`config.mk`:
```
export PLATFORM = sky130hd
export DESIGN_NAME = pdm_decimator
export DESIGN_NICKNAME = d
export VERILOG_FILES = /design/src/rtl/pdm_decimator.sv
export SDC_FILE = /design/constraint.sdc
export NUM_CORES = 1
export LEC_CHECK = 0
export ABC_AREA = 1
export CELL_PAD_IN_SITES_DETAIL_PLACEMENT = 1
export CELL_PAD_IN_SITES_GLOBAL_PLACEMENT = 1
export CORE_MARGIN = 3
export CORE_UTILIZATION = 43
export DETAILED_ROUTE_END_ITERATION = 8
export GPL_TIMING_DRIVEN = 1
export HOLD_SLACK_MARGIN = 0.02
export PLACE_DENSITY = 0.81
export SLEW_MARGIN = 0
export SYNTH_ARGS = -nofsm -noshare
export SYNTH_HDL_FRONTEND = slang
export SYNTH_SLANG_ARGS = --single-unit
```
`constraint.sdc`:
```
create_clock -name clk -period 7.41 [get_ports clk]
set_clock_uncertainty 0.15 [all_clocks]
set_input_delay 0.741 -clock clk [delete_from_list [all_inputs] [get_ports clk]]
set_output_delay 0.741 -clock clk [all_outputs]
set_load 0.02 [all_outputs]
```
`src/rtl/pdm_decimator.sv`:
```
// rtl/pdm_decimator.sv - 3rd-order CIC decimator: 1-bit PDM stream to signed PCM
module pdm_decimator #(
    parameter int DECIM_LOG2 = 6,
    parameter int OUT_WIDTH  = 16
) (
    input  logic                 clk,
    input  logic                 reset,
    input  logic                 pdm_in,
    input  logic                 pdm_en,
    output logic [OUT_WIDTH-1:0] pcm_out,
    output logic                 pcm_valid,
    output logic                 settled
);

    // Filter gain is R^3 = 2^(3*DECIM_LOG2); two extra bits hold the sign and the +full-scale value.
    localparam int W     = 3 * DECIM_LOG2 + 2;
    localparam int SHIFT = 3 * DECIM_LOG2 - (OUT_WIDTH - 1);
    localparam int MAXV  = (2 ** (OUT_WIDTH - 1)) - 1;

    localparam logic signed [W-1:0] S_MAX = W'(MAXV);
    localparam logic signed [W-1:0] S_MIN = W'(-MAXV - 1);

    logic signed [W-1:0]     x_s;
    logic signed [W-1:0]     i1_q, i2_q, i3_q;
    logic signed [W-1:0]     i1_d, i2_d, i3_d;
    logic signed [W-1:0]     d1_q, d2_q, d3_q;
    logic signed [W-1:0]     c1_d, c2_d, c3_d;
    logic signed [W-1:0]     s_d;
    logic [OUT_WIDTH-1:0]    sat_d;
    logic [DECIM_LOG2-1:0]   cnt_q;
    logic [1:0]              warm_q;
    logic                    tick;
    logic [OUT_WIDTH-1:0]    pcm_q;
    logic                    pcm_valid_q;
    logic                    settled_q;

    // Integrator chain, comb chain and output scaling, all evaluated within the strobe cycle.
    always_comb begin
        x_s  = pdm_in ? W'(1) : {W{1'b1}};
        i1_d = i1_q + x_s;
        i2_d = i2_q + i1_d;
        i3_d = i3_q + i2_d;
        tick = pdm_en && (cnt_q == {DECIM_LOG2{1'b1}});
        c1_d = i3_d - d1_q;
        c2_d = c1_d - d2_q;
        c3_d = c2_d - d3_q;
        s_d  = c3_d >>> SHIFT;
        if (s_d > S_MAX) begin
            sat_d = S_MAX[OUT_WIDTH-1:0];
        end else if (s_d < S_MIN) begin
            sat_d = S_MIN[OUT_WIDTH-1:0];
        end else begin
            sat_d = s_d[OUT_WIDTH-1:0];
        end
    end

    // Integrators and decimation counter advance only on input strobes; wrap is cancelled by the combs.
    always_ff @(posedge clk or posedge reset) begin
        if (reset) begin
            i1_q  <= '0;
            i2_q  <= '0;
            i3_q  <= '0;
            cnt_q <= '0;
        end else if (pdm_en) begin
            i1_q  <= i1_d;
            i2_q  <= i2_d;
            i3_q  <= i3_d;
            cnt_q <= cnt_q + 1'b1;
        end
    end

    // Comb delay registers capture the previous decimated values on each tick.
    always_ff @(posedge clk or posedge reset) begin
        if (reset) begin
            d1_q <= '0;
            d2_q <= '0;
            d3_q <= '0;
        end else if (tick) begin
            d1_q <= i3_d;
            d2_q <= c1_d;
            d3_q <= c2_d;
        end
    end

    // Output register with warm-up gating: the first three ticks update pcm_out silently.
    always_ff @(posedge clk or posedge reset) begin
        if (reset) begin
            pcm_q       <= '0;
            pcm_valid_q <= 1'b0;
            settled_q   <= 1'b0;
            warm_q      <= 2'd0;
        end else begin
            pcm_valid_q <= tick && (warm_q == 2'd3);
            if (tick) begin
                pcm_q <= sat_d;
                if (warm_q != 2'd3) begin
                    warm_q <= warm_q + 2'd1;
                end else begin
                    settled_q <= 1'b1;
                end
            end
        end
    end

    assign pcm_out   = pcm_q;
    assign pcm_valid = pcm_valid_q;
    assign settled   = settled_q;

endmodule

```
==> results of run 1 <==
through the flow:
step / instances / utilization (%) / setup TNS, ps / instance area (sq um)
after global placement: 2053 / 56.0 / -33280 / 13800
after CTS: 2146 / 64.3 / -14220 / 15800
after floorplan: 1449 / - / -9140 / 11100
after detailed placement: 2053 / 56.0 / -48240 / 13800
cell families after synthesis:
family / share of synthesized area [%]
AO/OA/AOI/OAI: 13.9
adder cells (fa/ha/maj): 14.0
buffers and inverters: 7.29
AND/OR/NAND/NOR: 22.6
XOR/XNOR: 8.59
flip-flops: 33.5
multiplexers: 0.103
cell usage after synthesis, types with 2 or more instances:
cell      instances
nand2_1         450
inv_1           167
dfrtp_1         146
o21ai_0         119
a21oi_1         114
ha_1            114
xor2_1           64
nand3_1          48
xnor2_1          43
nor2_1           37
clkbuf_1         23
nand4_1          12
a31oi_1          11
a21o_1           10
inv_2             8
nand2_2           8
nor3_1            8
nand3_2           7
o211ai_1          6
buf_1             5
fa_1              5
o21ai_1           4
o21bai_1          4
or2_2             4
a21boi_1          3
buf_6             3
nand2_4           3
nor4_1            3
a221oi_1          2
nor2_4            2
o21a_1            2
o31ai_1           2
per-layer routing:
layer  track usage [%]  GRT overflow
met5              8.52             0
met4              76.7            66
met3              54.8             4
met2              90.5            54
met1              71.3             3
what timing repair did:
item	CTS
endpoints found under the setup margin	31
resized for setup	173
pin swaps	87
gates cloned	2
buffers inserted	60
==> metrics.txt, run 1 <==
Root Buffer=clkbuf_16; Mapped Nets=1572; status=did not finish; hpwl dp=25.7 mm; Initial Utilization=44.4%; sequential share of the synthesized area=33.5%; Synth async-reset ratio=100%; top_reg_cell synth=dfrtp_1; PortBufs=21; Yosys warning total=0; # IOs=22; top cells by area, synth=dfrtp_1 (33%), nand2_1 (15%), ha_1 (13%), inv_1 (5.7%), o21ai_0 (5.5%); maximum clock path buffer count=2; GRT Total Usage=72.2%; # rows=57; Placement Setup Slack=-2610 ps; Hold-fix buffers, CTS=0; Die X=165 microns; cts bufs inserted=17; synthesized area=0.0109 sq mm; Worst endpoint, post-GRT repair=pcm_out[6]$_DFFE_PP0P_/D; Halt Reason=[ERROR GRT-0232] Routing congestion too high. Check the congestion heatmap in the GUI.; failing step=global routing (5_1_grt); largest net degree at the start of global routing=88; area leader, netlist=dfrtp_1; syn avg cell area=7.53 sq um; Yosys reg bits=146; post-synth top area share=33.5%; kind of the worst endpoint=register data pin; Sink Count=146; Cell variety after synth=44; Cells after Synth=1449; Final GP Congestion=0.881; initial antenna violation count=10; chip height=165 microns; H-tree depth=4; grt total ovfl=127; EDFF count, synth=0
==> run 2: changes to the inputs <==
Settings changed: CELL_PAD_IN_SITES_DETAIL_PLACEMENT 1 to unset, CELL_PAD_IN_SITES_GLOBAL_PLACEMENT 1 to unset, CORE_UTILIZATION 43 to 40, HOLD_SLACK_MARGIN 0.02 to unset, PLACE_DENSITY 0.81 to unset, PLACE_DENSITY_LB_ADDON set to 0.15.
Clock period 7.41 ns to 9.65 ns, I/O delays scaled along.
==> run 2 against run 1 <==
  * The flow now finishes without violations
  * Synthesized cell count unchanged
  * Synthesized area unchanged
==> metrics.txt, run 2 <==
status=finished, final reports clean; sequential share of the synthesized area=33.5% (unchanged); Antenna Nets Post-Route=0; Synth async-reset ratio=100% (unchanged); WP data required=9810 ps; Resized Gates After CTS=0 (-100%); Yosys warning total=0 (unchanged); Final Hold Fails=0; clk_lat worst skew=420 ps; Die X=171 microns (+3.6%); final wirelength=24.1 mm; chip height=171 microns (+3.6%); Die Area=0.0293 sq mm; Vias/cell=4.82; Syn-to-layout area delta=18.8%; area leader, netlist=dfrtp_1; first-pass GRT wire length=42.6 mm; Worst setup SP type=input pin; placed cell count=1888 (-8.0%); postcts setup bufs=0 (-100%); initial antenna violation count=0; Cells after Synth=1449 (unchanged); vias after detailed routing=9255; crit path max-delay cell type=ha_1; crit path max fanout=15; post-synth top area share=33.5% (unchanged); top cells by area, synth=dfrtp_1 (33%), nand2_1 (15%), ha_1 (13%), inv_1 (5.7%), o21ai_0 (5.5%); Max Cap Viol=0; number of detailed-routing iterations run before antenna repair=5; utilization after layout=49.1%; commonest non-fill, non-tap cell in the layout=nand2_1; CTS tree=done; Final GP Congestion=0.803 (-8.9%); H-tree depth=4 (unchanged); WP data arrival=8870 ps; EDFF count, synth=0 (unchanged); final net count=1695; # rows=59 (+3.5%); GRT Total Usage=17.7%; DRC=0; Hold-fix buffers, CTS=0 (unchanged); largest net degree at the start of global routing=97; fin crit share=90.2%; kind of cell adding the most delay to the critical path=compound AO/OA/AOI/OAI gates; average routed wire per standard cell=12.5 microns; commonest non-fill, non-tap cells in the layout=nand2_1 (450), inv_1 (163), dfrtp_1 (146); Root Buffer=clkbuf_16; vias in the first global route=9360; Mapped Nets=1572 (unchanged); CP max stage delay=370 ps; Worst Max-Slew Pin Slew=899 ps; core area=0.0264 sq mm; Cell variety after synth=44 (unchanged); most frequent cell after synthesis=nand2_1; crit path kind=in2reg; HP Class=reg2reg; maximum clock path buffer count=2 (unchanged); hpwl dp=18.0 mm (-30%); synthesized area=0.0109 sq mm (unchanged); DR iter-0 viols=366; Rel. slew slack=40.0%; fillcell total=2642; Yosys reg bits=146 (unchanged); Max Transition Viols Final=0; worst path bufs/invs=4; non-filler instance count after layout=1920; grt total ovfl=0; # IOs=22 (unchanged); top_reg_cell synth=dfrtp_1; RSZ-0062 raised after global routing=no; final setup fails=0; crit path time final=8710 ps; ant diodes=0; syn avg cell area=7.53 sq um (unchanged); cts bufs inserted=17 (unchanged); Initial Utilization=41.3% (-3.1 points); most frequent CP cell=nand2_1; Sink Count=146 (unchanged); Clock transition at path regs=70 ps; Max Clock Freq=0.115 GHz; critical path capture point type=flip-flop; fraction of layout cells with a size suffix above 1=12.2%; PortBufs=21 (unchanged); synth cell count leaders=nand2_1 (450), inv_1 (167), dfrtp_1 (146), o21ai_0 (119)
==> run 2: cell counts after synthesis <==
Identical to the previous run, type by type.
==> run 2: worst reg2reg max path: cells and delay by family (launching register included) <==
kind | cells | cell delay [ps]
buffers and inverters | 9 | 800
xor gates and xnor gates | 5 | 1000
DFF | 1 | 390
adders and majority gates | 6 | 1980
AOI/OAI and AO/OA | 12 | 1950
and+or+nand+nor | 17 | 1750
==> run 2: worst paths after layout <==
path / from / end / slack, ps / depth (start not counted)
setup / recovery: pdm_in / pcm_out[8] / 940 / 46
max in group asynchronous: reset / d3_q[10] / 7080 / 3
setup reg to reg: i1_q[0] / pcm_out[8] / 1540 / 49
min in group asynchronous: reset / i1_q[2] / 890 / 2
hold / removal: pcm_out[14] / pcm_out[14] / 320 / 2
hold reg to reg: pcm_out[14] / pcm_out[14] / 320 / 2
==> run 2: logic make-up after synthesis <==
kind of cell | after synthesis | share of synthesized area, %
AND/OR/NAND/NOR | 588 | 22.6
AO/OA/AOI/OAI | 282 | 13.9
buffers and inverters | 206 | 7.29
flip-flops | 146 | 33.5
adder cells (fa/ha/maj) | 119 | 14.0
XOR/XNOR | 107 | 8.59
multiplexers | 1 | 0.103
==> run 2: metal layers <==
metal	routed length, microns	up-vias	track usage [%]
li1	-	4966	-
met1	11100	4184	21.1
met2	12100	80	33.1
met3	415	25	2.21
met4	470	0	5.53
met5	0	-	0
==> run 2: layout make-up <==
type                       instances  area (sq um)  share of cell area, %
tap                              335           419                   3.23
timing repair buffer             135          1060                   8.20
inverter                         175           662                   5.10
clock inverter                    12           228                   1.76
sequential                       146          3650                   28.2
multi-input combinational       1097          6500                   50.1
clock buffer                      20           447                   3.44
==> run 2: per-stage QoR <==
step	hold WS, ps	instance area [sq um]	worst slack [ps]	setup TNS (ps)
floorplan	296	10900	932	0
global placement	311	12300	-11.3	-17.7
detailed placement	313	12300	-47.2	-539
CTS	332	12900	334	0
global route	339	13000	18.7	0
finish	324	13000	944	0
Power of run 2 is not shown: default switching activity piles up to over one toggle a cycle in this logic, so the estimate is an artifact.
